$ cat src/rtl/load_store_unit.sv
// load_store_unit: initiator for a 512-byte big-endian data memory. It range-checks requests, splits misaligned ones into byte transfers and extends load data.
// Build macro LSU_MISALIGN_TRAP_EN: misaligned half/word requests return an error instead of being split.
module load_store_unit #(
   parameter int ADDR_W    = 32,
   parameter int MEM_BYTES = 512
) (
   input  logic              Clk,
   input  logic              Rst_n,
   input  logic              Req_Valid,
   output logic              Req_Ready,
   input  logic              Req_Write,
   input  logic [1:0]        Req_Size,
   input  logic              Req_Unsigned,
   input  logic [ADDR_W-1:0] Req_Addr,
   input  logic [31:0]       Req_W_Data,
   output logic              Resp_Valid,
   input  logic              Resp_Ready,
   output logic [31:0]       Resp_Data,
   output logic              Resp_Err,
   output logic [ADDR_W-1:0] Mem_Addr,
   output logic [31:0]       Mem_W_Data,
   input  logic [31:0]       Mem_R_Data,
   output logic              Read_M,
   output logic              Write_M,
   output logic              OneByte,
   output logic              HalfWord,
   output logic              OneWord
);

   localparam logic [1:0] ST_IDLE   = 2'd0;
   localparam logic [1:0] ST_ACCESS = 2'd1;
   localparam logic [1:0] ST_SPLIT  = 2'd2;
   localparam logic [1:0] ST_RESP   = 2'd3;

   localparam logic [1:0] SZ_BYTE = 2'd0;
   localparam logic [1:0] SZ_HALF = 2'd1;
   localparam logic [1:0] SZ_WORD = 2'd2;
   localparam logic [1:0] SZ_ILL  = 2'd3;

   localparam int AW1 = ADDR_W + 1;
   localparam logic [ADDR_W:0] LAST_BYTE = AW1'(MEM_BYTES - 1);

`ifdef LSU_MISALIGN_TRAP_EN
   localparam bit MISALIGN_TRAP = 1'b1;
`else
   localparam bit MISALIGN_TRAP = 1'b0;
`endif

   logic [1:0]        state_reg;
   logic [ADDR_W-1:0] addr_reg;
   logic [31:0]       wdata_reg;
   logic              write_reg;
   logic              unsigned_reg;
   logic [1:0]        size_reg;
   logic [1:0]        idx_reg;
   logic [23:0]       acc_reg;
   logic              resp_valid_reg;
   logic              resp_err_reg;
   logic [31:0]       resp_data_reg;
   logic [ADDR_W-1:0] mem_addr_reg;
   logic [31:0]       mem_w_data_reg;
   logic              read_m_reg;
   logic              write_m_reg;
   logic              one_byte_reg;
   logic              half_word_reg;
   logic              one_word_reg;

   logic [ADDR_W:0]   req_last;
   logic              req_misaligned;
   logic              req_err;
   logic [1:0]        split_last;
   logic [1:0]        idx_next;
   logic [31:0]       split_acc;

   // Last byte touched is computed one bit wider so an access near the top of the address space cannot wrap.
   always_comb begin
      case (Req_Size)
         SZ_HALF: req_last = {1'b0, Req_Addr} + AW1'(1);
         SZ_WORD: req_last = {1'b0, Req_Addr} + AW1'(3);
         default: req_last = {1'b0, Req_Addr};
      endcase
      req_misaligned = ((Req_Size == SZ_HALF) && Req_Addr[0]) ||
                       ((Req_Size == SZ_WORD) && (Req_Addr[1:0] != 2'b00));
      req_err = (Req_Size == SZ_ILL) || (req_last > LAST_BYTE) ||
                (MISALIGN_TRAP && req_misaligned);
   end

   assign split_last = (size_reg == SZ_WORD) ? 2'd3 : 2'd1;
   assign idx_next   = idx_reg + 2'd1;
   assign split_acc  = {acc_reg, Mem_R_Data[7:0]};

   // Byte idx of a split store; idx 0 is the most-significant byte of the sized datum.
   function automatic logic [7:0] split_byte(input logic [31:0] data, input logic [1:0] size,
                                             input logic [1:0] idx);
      logic [1:0] last;
      logic [4:0] sh;
      last = (size == SZ_WORD) ? 2'd3 : 2'd1;
      sh   = {last - idx, 3'b000};
      return 8'(data >> sh);
   endfunction

   function automatic logic [31:0] extend(input logic [31:0] data, input logic [1:0] size,
                                          input logic uns);
      logic [31:0] res;
      case (size)
         SZ_BYTE: res = {{24{data[7] & ~uns}}, data[7:0]};
         SZ_HALF: res = {{16{data[15] & ~uns}}, data[15:0]};
         default: res = data;
      endcase
      return res;
   endfunction

   always_ff @(posedge Clk or negedge Rst_n) begin
      if (!Rst_n) begin
         state_reg      <= ST_IDLE;
         addr_reg       <= '0;
         wdata_reg      <= '0;
         write_reg      <= 1'b0;
         unsigned_reg   <= 1'b0;
         size_reg       <= SZ_BYTE;
         idx_reg        <= 2'd0;
         acc_reg        <= '0;
         resp_valid_reg <= 1'b0;
         resp_err_reg   <= 1'b0;
         resp_data_reg  <= '0;
         mem_addr_reg   <= '0;
         mem_w_data_reg <= '0;
         read_m_reg     <= 1'b0;
         write_m_reg    <= 1'b0;
         one_byte_reg   <= 1'b0;
         half_word_reg  <= 1'b0;
         one_word_reg   <= 1'b0;
      end else begin
         // Strobes are single-cycle pulses unless a branch below re-arms them.
         read_m_reg    <= 1'b0;
         write_m_reg   <= 1'b0;
         one_byte_reg  <= 1'b0;
         half_word_reg <= 1'b0;
         one_word_reg  <= 1'b0;
         case (state_reg)
            ST_IDLE: begin
               if (Req_Valid) begin
                  addr_reg     <= Req_Addr;
                  wdata_reg    <= Req_W_Data;
                  write_reg    <= Req_Write;
                  unsigned_reg <= Req_Unsigned;
                  size_reg     <= Req_Size;
                  idx_reg      <= 2'd0;
                  acc_reg      <= '0;
                  if (req_err) begin
                     state_reg      <= ST_RESP;
                     resp_valid_reg <= 1'b1;
                     resp_err_reg   <= 1'b1;
                     resp_data_reg  <= '0;
                  end else if (req_misaligned) begin
                     state_reg      <= ST_SPLIT;
                     mem_addr_reg   <= Req_Addr;
                     read_m_reg     <= ~Req_Write;
                     write_m_reg    <= Req_Write;
                     one_byte_reg   <= 1'b1;
                     mem_w_data_reg <= Req_Write ?
                                       {24'h0, split_byte(Req_W_Data, Req_Size, 2'd0)} : 32'h0;
                  end else begin
                     state_reg      <= ST_ACCESS;
                     mem_addr_reg   <= Req_Addr;
                     read_m_reg     <= ~Req_Write;
                     write_m_reg    <= Req_Write;
                     one_byte_reg   <= (Req_Size == SZ_BYTE);
                     half_word_reg  <= (Req_Size == SZ_HALF);
                     one_word_reg   <= (Req_Size == SZ_WORD);
                     mem_w_data_reg <= Req_Write ? Req_W_Data : 32'h0;
                  end
               end
            end
            ST_ACCESS: begin
               state_reg      <= ST_RESP;
               resp_valid_reg <= 1'b1;
               resp_err_reg   <= 1'b0;
               resp_data_reg  <= write_reg ? 32'h0 : extend(Mem_R_Data, size_reg, unsigned_reg);
            end
            ST_SPLIT: begin
               if (idx_reg == split_last) begin
                  state_reg      <= ST_RESP;
                  resp_valid_reg <= 1'b1;
                  resp_err_reg   <= 1'b0;
                  resp_data_reg  <= write_reg ? 32'h0 : extend(split_acc, size_reg, unsigned_reg);
               end else begin
                  idx_reg        <= idx_next;
                  acc_reg        <= split_acc[23:0];
                  mem_addr_reg   <= addr_reg + ADDR_W'(idx_next);
                  read_m_reg     <= ~write_reg;
                  write_m_reg    <= write_reg;
                  one_byte_reg   <= 1'b1;
                  mem_w_data_reg <= write_reg ?
                                    {24'h0, split_byte(wdata_reg, size_reg, idx_next)} : 32'h0;
               end
            end
            default: begin
               if (Resp_Ready) begin
                  state_reg      <= ST_IDLE;
                  resp_valid_reg <= 1'b0;
                  resp_err_reg   <= 1'b0;
                  resp_data_reg  <= '0;
               end
            end
         endcase
      end
   end

   assign Req_Ready  = (state_reg == ST_IDLE);
   assign Resp_Valid = resp_valid_reg;
   assign Resp_Data  = resp_data_reg;
   assign Resp_Err   = resp_err_reg;
   assign Mem_Addr   = mem_addr_reg;
   assign Mem_W_Data = mem_w_data_reg;
   assign Read_M     = read_m_reg;
   assign Write_M    = write_m_reg;
   assign OneByte    = one_byte_reg;
   assign HalfWord   = half_word_reg;
   assign OneWord    = one_word_reg;

endmodule

$ cat config.mk
export PLATFORM = sky130hd
export DESIGN_NAME = load_store_unit
export DESIGN_NICKNAME = d
export VERILOG_FILES = /design/src/rtl/load_store_unit.sv
export SDC_FILE = /design/constraint.sdc
export NUM_CORES = 1
export LEC_CHECK = 0
export BUFFER_PORTS_ARGS = -buffer_cell sky130_fd_sc_hd__buf_2
export CORE_MARGIN = 2
export CORE_UTILIZATION = 30
export CTS_BUF_LIST = sky130_fd_sc_hd__clkbuf_2
export DETAILED_ROUTE_END_ITERATION = 8
export PLACE_DENSITY = 0.5
export SETUP_SLACK_MARGIN = 0.3
export SLEW_MARGIN = 5
export SYNTH_ARGS = -nofsm -noshare
export SYNTH_HDL_FRONTEND = slang
export SYNTH_SLANG_ARGS = --single-unit
$ cat constraint.sdc
create_clock -name Clk -period 3.25 [get_ports Clk]
set_input_delay 0.975 -clock Clk [delete_from_list [all_inputs] [get_ports Clk]]
set_output_delay 0.975 -clock Clk [all_outputs]
set_load 0.02 [all_outputs]
## Yosys cells after proc, flatten, opt, wreduce, memory -nomap -nowiden

Index checks and enable logic that the tools add are counted.
W data, S select, Z words.

- Bits in registers: 199
- Latch bits: 0
- Bits in writable memories: 0
- Bits in read-only memories: 0
- Bits of input ports: 104
- Logic and storage cells: 124
- Memories: 0

- Add/subtract/negate cells: 5
- $mul: 0
- Divide/modulo/power cells: 0
- Order comparisons: 1
- Equal/unequal tests: 13
- Shift operators: 2
- Muxes and demuxes: 64
- Bitwise operators: 6
- Reduce and logical (&&, ||, !) cells: 15

Operators with widths:

| cell | number |
|---|---|
| $mux W32 | 14 |
| $pmux W32 S2 | 4 |
| $pmux W32 S3 | 1 |
| $pmux W33 S2 | 1 |
| $shr A32 B5 Y8 | 2 |
| $mux W24 | 2 |
| $pmux W24 S2 | 1 |
| $add A32 B1 Y33 const B | 1 |
| $add A32 B2 Y33 const B | 1 |
| $gt A33 B9 Y1 const B | 1 |
| $add A32 B2 Y32 | 1 |
| $mux W1 | 23 |
| $mux W2 | 9 |
| $mux W8 | 2 |
| $eq A2 B2 Y1 const B | 4 |
| $ne A2 B2 Y1 const B | 4 |
| $reduce_and A4 Y1 | 2 |
| $eq A2 B1 Y1 const B | 3 |
| $logic_not A2 Y1 | 3 |
| $pmux W1 S2 | 3 |
| $pmux W1 S3 | 2 |
| $pmux W2 S3 | 1 |
| $reduce_and A3 Y1 | 2 |
| $pmux W2 S2 | 1 |
| other kinds (11) | 18 |

## Logic depth before layout (Yosys ltp)

Gate-level depths: netlist of run 1.

- Word-level depth: 8
- Depth in mapped cells: 16
- Depth with buffers taken out: 12

## Worst setup path before layout of run 1

OpenSTA, ideal clock, no wires.

- Path type: input -> register
- Start: in Req_Size[0]
- End: reg mem_addr_reg[2], in the netlist Mem_Addr[2]
- Setup time: 128 ps
- Arrival: 4747 ps
- Setup slack: -1625 ps
- Stages on the path: 15
- Buffers on the path: 3
- Path through: inv_1 > ha_1 > clkbuf_1 > xor2_1 > ha_1 > a21oi_1 > or4_1 > clkbuf_1 > o21a_1 > or4b_1 > or4_4 > a2111oi_4 > nor2_2 > buf_6 > mux2_1

- Word-level cells in the longest chain between the ends: 6
- Elaborated cells on any way between the ends: 8
- Those cells by class: order compare: 1; eq/ne: 4; mux: 1; reduce/logical: 2

RTL lines:

| what | line | text |
|---|---|---|
| start, declared | 12 | `input logic [1:0] Req_Size,` |
| $eq A2 B2 Y1 / $eq A2 B1 Y1 (equally long branches) | 77 | `case (Req_Size)` |
| $pmux W33 S2 | 77 |  |
| $gt A33 B9 Y1 | 84 | `req_err = (Req_Size == SZ_ILL) \|\| (req_last > LAST_BYTE) \|\|` |
| $logic_or A1 B1 Y1 (*) | 84 |  |
| $ne A2 B2 Y1 (no source line) (*) | n/a |  |
| $reduce_and A4 Y1 (no source line) (*) | n/a |  |
| end signal, assigned | 157 | `mem_addr_reg <= Req_Addr;` |
| end signal, assigned | 165 | `mem_addr_reg <= Req_Addr;` |
| end signal, assigned | 190 | `mem_addr_reg <= addr_reg + ADDR_W'(idx_next);` |
| end, declared | 60 | `logic [ADDR_W-1:0] mem_addr_reg;` |

Mark *: on every way between the ends. The rest lies on a longest branch, timed or not.
A chain may end at the register's enable or synchronous reset.

## Final worst setup path of run 1

- Start: in Req_Size[0]
- End: reg resp_data_reg[27], in the netlist Resp_Data[27]

- Word-level cells in the longest chain between the ends: 6
- Elaborated cells on any way between the ends: 8
- Those cells by class: order compare: 1; eq/ne: 4; mux: 1; reduce/logical: 2

RTL lines:

| what | line | text |
|---|---|---|
| $eq A2 B2 Y1 / $eq A2 B1 Y1 (equally long branches) | 77 |  |
| $pmux W33 S2 | 77 |  |
| $gt A33 B9 Y1 | 84 |  |
| $logic_or A1 B1 Y1 (*) | 84 |  |
| $ne A2 B1 Y1 (no source line) (*) | n/a |  |
| $reduce_and A4 Y1 (no source line) (*) | n/a |  |
| end signal, assigned | 179 | `resp_data_reg <= write_reg ? 32'h0 : extend(Mem_R_Data, size_reg, unsigned_reg);` |
| end signal, assigned | 186 | `resp_data_reg <= write_reg ? 32'h0 : extend(split_acc, size_reg, unsigned_reg);` |
| end, declared | 59 | `logic [31:0] resp_data_reg;` |

Marks and branches as above.

==> reports/summary.md, run 1 <==
## Yosys
- **number of library cell types mapped by synthesis** 65
- **compound-cell area share of the yosys netlist** 13.6%
- **number of nets produced by synthesis** 1129
- **number of instances in the synthesized netlist** 1011
- **combinational family with the most area after synthesis** multiplexers
- **number of enable-type register cells in the synthesized netlist** 0
- **Mapped Avg Cell Area** 10.4 sq um
- **Synth warnings** 0
- **post-synthesis share of cell area spent on full adders, half adders and majority gates** 1.73%
- **proportion of synthesized area in mux cells** 16.9%
- **xor and xnor area share after synthesis** 3.08%
- **proportion of netlist area held by the largest area contributor** 47.3%
- **post-synthesis instance area** 10500 sq um
- **most frequent cells after synthesis** sky130_fd_sc_hd__dfrtp_1, sky130_fd_sc_hd__mux2_2, sky130_fd_sc_hd__nand2_1
- **Synth async-reset ratio** 100%
- **sequential fraction of the synthesis area** 47.3%
- **cell types occupying the most area after synthesis** sky130_fd_sc_hd__dfrtp_1, sky130_fd_sc_hd__mux2_2, sky130_fd_sc_hd__nand2_1, sky130_fd_sc_hd__a21oi_1, sky130_fd_sc_hd__o21ai_0
- **Primary FF master, synth** sky130_fd_sc_hd__dfrtp_1
- **cell type contributing the most total cell area after synthesis** sky130_fd_sc_hd__dfrtp_1
- **area fraction in and, or, nand and nor cells after synthesis** 13.3%
- **top-count cell post-synth** sky130_fd_sc_hd__dfrtp_1
- **count of state elements after synthesis** 199

## Global route
- **maximum number of pins on one net before global-route repair** 72
- **global-route total usage across every layer** 18.3%
- **total congestion overflow** 0
- **number of antenna violations at the first check in global routing** 4
- **first-pass GRT wire length** 51400 microns
- **number of global-route vias before repair** 8929

## Worst setup path
- **launch point of the worst reg-to-reg path** idx_reg[1]
- **WP data arrival** 4.22 ns
- **CP dominant cell by count** sky130_fd_sc_hd__buf_6
- **cell depth of the worst setup path** 15
- **Req. time, crit path** 4.00 ns
- **slowest stage cell, crit path** sky130_fd_sc_hd__or4_4
- **critical path cell sequence** buf_12 -> inv_16 -> buf_6 -> ha_4 -> nand2_4 -> or4_4 -> o21a_1 -> or4b_1 -> or4_4 -> buf_6 -> nor2_4 -> a31oi_4 -> buf_6 -> buf_12 -> mux2_4
- **critical path peak fanout** 8
- **critical path endpoint category** flop
- **Crit Path Class** in2reg
- **startpoint kind of the worst setup timing path** input port
- **critical path launch point** Req_Size[0]
- **R2R depth** 9
- **total buffers and inverters traversed by the critical path** 6
- **maximum cell stage delay along the critical path** 0.53 ns
- **critical path's top delay family** simple AND/OR/NAND/NOR gates

## Power
- **internal power component** 6.75 mW
- **Pleak** 6.50 nW
- **P per Cell Area** 835 nW/um^2
- **clock network power share** 10.5%
- **worst voltage drop across the vdd grid** 0.000339 V
- **combinational fraction of design power** 53.7%
- **switching power as a share of total power** 42.1%
- **Switching Power** 4.90 mW
- **Sequential Power Share** 35.8%

## Placed design
- **number of placed instances, taps included** 1729
- **half-perimeter wire length after placement** 24100 microns
- **final RePlAce weighted congestion** 0.871
- **quantity of I/O buffers inserted on ports** 207

## Clock network
- **clk root buf** sky130_fd_sc_hd__clkbuf_2
- **maximum count of clock buffers along a single path** 2
- **clock sink count** 199
- **clock latency reported for the late side of the worst-skew pair** 0.89 ns
- **number of buffers created by CTS** 17
- **H-tree levels** 4
- **clock transition at the registers of the reported paths** 0.33 ns
- **TritonCTS clock tree** built

## STA
- **Worst-Margin Slew** 1.03 ns
- **endpoints failing setup** 96
- **final sum of negative setup slack** -12.70 ns
- **tightest slew margin relative to the limit** 31.6%
- **minimum period implied by the final worst setup slack** 3.46 ns
- **Tcrit/Tclk final** 107%
- **Fin. Hold Viols** 0
- **worst clock skew** 0.0656 ns
- **fin worst setup slack** -0.212 ns
- **RSZ-0062 raised after global routing** yes
- **max-slew violation total from the final report** 0
- **Highest Clock Rate** 289 MHz

## Route
- **wire length per cell** 18.5 microns
- **vias post-DR** 9057
- **final wirelength** 33400 microns
- **drt drc** 0
- **DRT iter0 DRCs** 522
- **DR vias/cell** 5.03
- **Detail Route Antenna Nets** 0
- **number of detailed-route iterations in the first pass** 5

## Finish
- **fraction of final layout cells with drive strength greater than 1** 42.8%
- **Layout Cells excl Fill** 1801
- **Filler Cell Count** 3516
- **synthesis-to-finish area growth** 32.5%
- **final-stage net count** 1448

## Floorplan
- **starting utilization of the core area** 30.5%
- **Die Wd** 191 microns
- **Die Span Y** 191 microns
- **row count** 68
- **number of I/O pins** 208
- **die footprint** 36600 sq um
- **Core Area** 34500 sq um

## Status
- **failing checks** negative setup slack
- **status** complete, but fails checks

## Run
- **Max Cap Violations** 0

## Worst hold path
- **path type of the worst min-delay path** in2async

## kinds of logic (layout without fill, tap and decap cells)
| group | count (synthesis) | after routing |
|---|---|---|
| compound gates | 223 | 223 |
| xor+xnor | 37 | 37 |
| fa+ha+maj | 14 | 14 |
| buf+inv | 97 | 429 |
| flops | 199 | 199 |
| mux | 153 | 153 |
| other cells | 0 | 3 |
| simple gates | 288 | 288 |
## worst register-to-register path: stages, from the launching register on
cell	delay (ns)
sky130_fd_sc_hd__dfrtp_1	0.51
sky130_fd_sc_hd__xor2_1	0.35
sky130_fd_sc_hd__ha_1	0.25
sky130_fd_sc_hd__a21oi_1	0.09
sky130_fd_sc_hd__nor3_1	0.57
sky130_fd_sc_hd__and2_1	0.37
sky130_fd_sc_hd__nand3_1	0.13
sky130_fd_sc_hd__xor2_1	0.15
sky130_fd_sc_hd__a21oi_1	0.09
sky130_fd_sc_hd__mux2_2	0.27
## per-layer routing
| layer | up-vias | GRT usage (%) | wire, microns |
|---|---|---|---|
| li1 | 4293 | - | - |
| met1 | 4485 | 24.4 | 15000 |
| met2 | 245 | 30.3 | 16400 |
| met3 | 32 | 3.65 | 1530 |
| met4 | 2 | 4.82 | 521 |
| met5 | - | 0 | 9 |
## placed cells by master (no fill, tap or decap), types with 22 or more instances in the layout
cell                      Yosys  layout
sky130_fd_sc_hd__buf_2        3     203
sky130_fd_sc_hd__o21ai_0     61      36
sky130_fd_sc_hd__a21oi_1     64      62
sky130_fd_sc_hd__o21ai_1      2      23
sky130_fd_sc_hd__mux2_2     119     115
sky130_fd_sc_hd__buf_4        2     124
sky130_fd_sc_hd__mux2i_1     24      24
sky130_fd_sc_hd__dfrtp_1    199     199
sky130_fd_sc_hd__nand3_1     46      39
sky130_fd_sc_hd__xor2_1      23      22
sky130_fd_sc_hd__a22oi_1     25      25
sky130_fd_sc_hd__inv_1       28      24
sky130_fd_sc_hd__nand2_1     99      97
sky130_fd_sc_hd__a22o_1      25      25
sky130_fd_sc_hd__nor2_1      57      56
## final timing paths
| path | slack (ns) | to |
|---|---|---|
| worst max-delay path | -0.21 | Resp_Data[27] |
| worst min-delay path | 0.07 | Resp_Valid |
| worst max register to register | 0.38 | Mem_Addr[27] |
| worst min register to register | 0.52 | Resp_Err |
| max in group asynchronous | 2.41 | Resp_Data[24] |
| min in group Clk | 0.28 | unsigned_reg |
## per-stage QoR
step / hold slack (ns) / setup slack [ns] / cell area (sq um) / power (mW) / util [%]
2_1_floorplan: 0.474 / -1.11 / 10600 / 8.03 / -
3_3_place_gp: 0.472 / -1.20 / 12900 / 9.81 / 37.5
3_5_place_dp: 0.474 / -1.24 / 12900 / 9.89 / 37.5
4_1_cts: 0.0205 / -0.247 / 13700 / 11.6 / 39.5
5_1_grt: 0.00842 / -0.173 / 14000 / 12.5 / 40.4
6_report: 0.0662 / -0.212 / 14000 / 11.6 / 40.4
## final cells by class
| type | instances | area, sq um | share of cell area [%] |
|---|---|---|---|
| Antenna cell | 3 | 7.51 | 0.0538 |
| Clock buffer | 18 | 90.1 | 0.646 |
| Clock inverter | 14 | 121 | 0.870 |
| Inverter | 28 | 121 | 0.870 |
| Multi-Input combinational cell | 715 | 5380 | 38.6 |
| Sequential cell | 199 | 4980 | 35.7 |
| Tap cell | 455 | 569 | 4.08 |
| Timing Repair Buffer | 369 | 2680 | 19.2 |
## timing repair
action,4_1_cts,5_1_grt
gates cloned,7,4
pin swaps,14,15
setup endpoints to repair,105,105
hold buffers,0,0
resized for setup,65,38
setup buffers,15,11
## power by group through the flow
stage / Sequential (mW) / Clock (mW) / Combinational [mW]
floorplan: 4.58 / 0 / 3.45
global placement: 4.20 / 0 / 5.61
detailed placement: 4.23 / 0 / 5.66
CTS: 4.17 / 1.27 / 6.13
global route: 4.30 / 1.39 / 6.79
finish: 4.17 / 1.22 / 6.25
No activity file was read; power rests on OpenSTA's default activity.
==> run 2: changes to the inputs <==
--- a/config.mk
+++ b/config.mk
@@ -10,7 +10,7 @@
 export CORE_UTILIZATION = 30
 export CTS_BUF_LIST = sky130_fd_sc_hd__clkbuf_2
 export DETAILED_ROUTE_END_ITERATION = 8
-export PLACE_DENSITY = 0.5
+export PLACE_DENSITY = 0.49
 export SETUP_SLACK_MARGIN = 0.3
 export SLEW_MARGIN = 5
 export SYNTH_ARGS = -nofsm -noshare
==> constraint.sdc (replaced) <==
create_clock -name Clk -period 3.43 [get_ports Clk]
set_input_delay 1.029 -clock Clk [delete_from_list [all_inputs] [get_ports Clk]]
set_output_delay 1.029 -clock Clk [all_outputs]
set_load 0.02 [all_outputs]
==> run 2 against run 1 <==
  * The run still ends with negative setup slack left
  * Sequential share of layout area rose by 1.6 points
  * First-iteration DRC count fell by 10%
  * Setup slack improved by 0.14 ns
  * Critical path depth fell by 1
  * Sequential power fell by 5.3%
  * Clock power fell by 3%
  * Total power fell by 9.8%
  * Clock skew fell by 0.0032 ns
  * Largest cell class unchanged
==> reports/summary.md, run 2 (synthesis gave the netlist of run 1 again) <==
## STA
- **endpoints failing setup** 59, -39%
- **Highest Clock Rate** 286 MHz
- **minimum period implied by the final worst setup slack** 3.50 ns
- **fin worst setup slack** -0.0687 ns, +0.144 ns
- **RSZ-0062 raised after global routing** yes
- **Worst-Margin Slew** 1.02 ns, -0.0110 ns
- **Fin. Hold Viols** 0, unchanged
- **tightest slew margin relative to the limit** 32.3%, +0.73 points
- **Tcrit/Tclk final** 102%
- **max-slew violation total from the final report** 0, unchanged
- **worst clock skew** 0.0624 ns, -0.00321 ns
- **final sum of negative setup slack** -2.23 ns, +10.47 ns

## Global route
- **number of global-route vias before repair** 8835, -1.1%
- **first-pass GRT wire length** 50400 microns, -2.0%
- **total congestion overflow** 0, unchanged
- **global-route total usage across every layer** 17.9%, -0.44 points
- **maximum number of pins on one net before global-route repair** 74, +2.8%
- **number of antenna violations at the first check in global routing** 2, -2

## Floorplan
- **starting utilization of the core area** 30.5%, unchanged
- **Core Area** 34500 sq um, unchanged
- **number of I/O pins** 208, unchanged
- **Die Span Y** 191 microns, unchanged
- **Die Wd** 191 microns, unchanged
- **row count** 68, unchanged
- **die footprint** 36600 sq um, unchanged

## Route
- **drt drc** 0, unchanged
- **final wirelength** 32200 microns, -3.7%
- **wire length per cell** 18.2 microns, -1.7%
- **number of detailed-route iterations in the first pass** 6, +1
- **Detail Route Antenna Nets** 0, unchanged
- **DR vias/cell** 5.02, -0.21%
- **DRT iter0 DRCs** 468, -10%
- **vias post-DR** 8857, -2.2%

## Clock network
- **TritonCTS clock tree** built
- **maximum count of clock buffers along a single path** 2, unchanged
- **number of buffers created by CTS** 17, unchanged
- **clock sink count** 199, unchanged
- **H-tree levels** 4, unchanged
- **clock latency reported for the late side of the worst-skew pair** 0.89 ns, about the same
- **clk root buf** sky130_fd_sc_hd__clkbuf_2
- **clock transition at the registers of the reported paths** 0.33 ns, about the same
- **post-cts hold buffer count** 0, unchanged

## Finish
- **final-stage net count** 1414, -2.3%
- **finished layout cell area** 13300 sq um, -4.3%
- **fraction of final layout cells with drive strength greater than 1** 40.2%, -2.6 points
- **final core occ** 38.6%, -1.7 points
- **most frequent standard cell in the layout excluding fill and tap cells** sky130_fd_sc_hd__buf_2
- **commonest non-fill, non-tap cells in the layout** sky130_fd_sc_hd__buf_2, sky130_fd_sc_hd__dfrtp_1, sky130_fd_sc_hd__mux2_2, sky130_fd_sc_hd__buf_4, sky130_fd_sc_hd__nand2_1
- **synthesis-to-finish area growth** 26.8%

## Worst setup path
- **critical path endpoint category** flop
- **WP data arrival** 4.26 ns, +0.04 ns
- **startpoint kind of the worst setup timing path** input port
- **Crit Path Class** in2reg
- **Req. time, crit path** 4.19 ns, +0.19 ns
- **critical path peak fanout** 21, +13

## Status
- **status** complete, but fails checks
- **failing checks** negative setup slack

## Run
- **Max Cap Violations** 0, unchanged

## Power
- **worst voltage drop across the vdd grid** 0.000409 V, +21%
- **P per Cell Area** 787 nW/um^2, -5.7%
- **Pleak** 6.22 nW, -4.3%

## Worst hold path
- **path type of the worst min-delay path** in2async

## Placed design
- **half-perimeter wire length after placement** 23800 microns, -1.4%
- **quantity of I/O buffers inserted on ports** 207, unchanged
- **final RePlAce weighted congestion** 0.827, -5.1%
- **instance area after placement** 12900 sq um, -0.46%

run 2: changes by cell type in the layout (fill, tap and decap cells not counted), sizes merged:
cell,delta
clkbuf,-3
clkinvlp,+1
buf,-31
inv,-4
bufinv,+1
run 2: worst paths after layout:
kind / startpoint / to / slack [ns] / depth (start not counted)
worst max-delay path: Req_Size[0] / Mem_Addr[17] / -0.07 / 14
min in group Clk: Req_W_Data[18] / Mem_W_Data[18] / 0.38 / 3
worst min-delay path: Rst_n / idx_reg[0] / 0.13 / 1
max in group asynchronous: Rst_n / Resp_Data[24] / 2.53 / 2
worst min register to register: Resp_Err / Resp_Err / 0.53 / 1
worst max register to register: addr_reg[2] / Mem_Addr[27] / 0.56 / 8
run 2: per-stage QoR:
step	cells	setup WS, ns	total power [mW]	hold slack [ns]
after global placement	1721	-1.09	9.29	0.472
after CTS	1754	0.0298	10.6	0.0402
final	1765	-0.0687	10.5	0.128
after global routing	1764	-0.120	11.3	0.0620
after floorplan	1011	-0.983	7.61	0.474
after detailed placement	1721	-1.12	9.36	0.483
run 2: cell type report:
type	instances	area (sq um)
antenna	3	7.51
timing repair buffer	335	2170
inverter	28	121
tap	455	569
multi-input combinational	715	5280
clock buffer	18	90.1
clock inverter	12	130
fill	3572	21200
sequential	199	4980
run 2: layer usage:
metal / routed length, microns / track usage [%] / vias up
met2: 15900 / 30.0 / 194
met3: 1280 / 3.21 / 27
met1: 14600 / 23.7 / 4417
li1: - / - / 4219
met5: 0 / 0 / -
met4: 409 / 4.67 / 0
run 2: what timing repair did:
action | CTS | global route
cloned | 1 | 1
resized for setup | 26 | 12
pin swaps | 5 | 2
setup buffers | 2 | 7
endpoints found under the setup margin | 105 | 105
run 2: where the power goes:
group          switching (mW)  internal (mW)
clock network           0.849          0.327
registers               0.654           3.29
logic                    2.92           2.46
total                    4.43           6.08
run 2: worst max-delay path, cell delays in order:
cell and delay (ns):
sky130_fd_sc_hd__buf_12 0.12, sky130_fd_sc_hd__inv_16 0.04, sky130_fd_sc_hd__ha_4 0.13, sky130_fd_sc_hd__xor2_2 0.16, sky130_fd_sc_hd__ha_2 0.19, sky130_fd_sc_hd__a21oi_2 0.04
sky130_fd_sc_hd__or4_4 0.54, sky130_fd_sc_hd__o21a_1 0.21, sky130_fd_sc_hd__or4b_1 0.46, sky130_fd_sc_hd__or4_4 0.46, sky130_fd_sc_hd__a2111oi_4 0.29, sky130_fd_sc_hd__nor2_4 0.11
sky130_fd_sc_hd__buf_12 0.18, sky130_fd_sc_hd__mux2_2 0.28
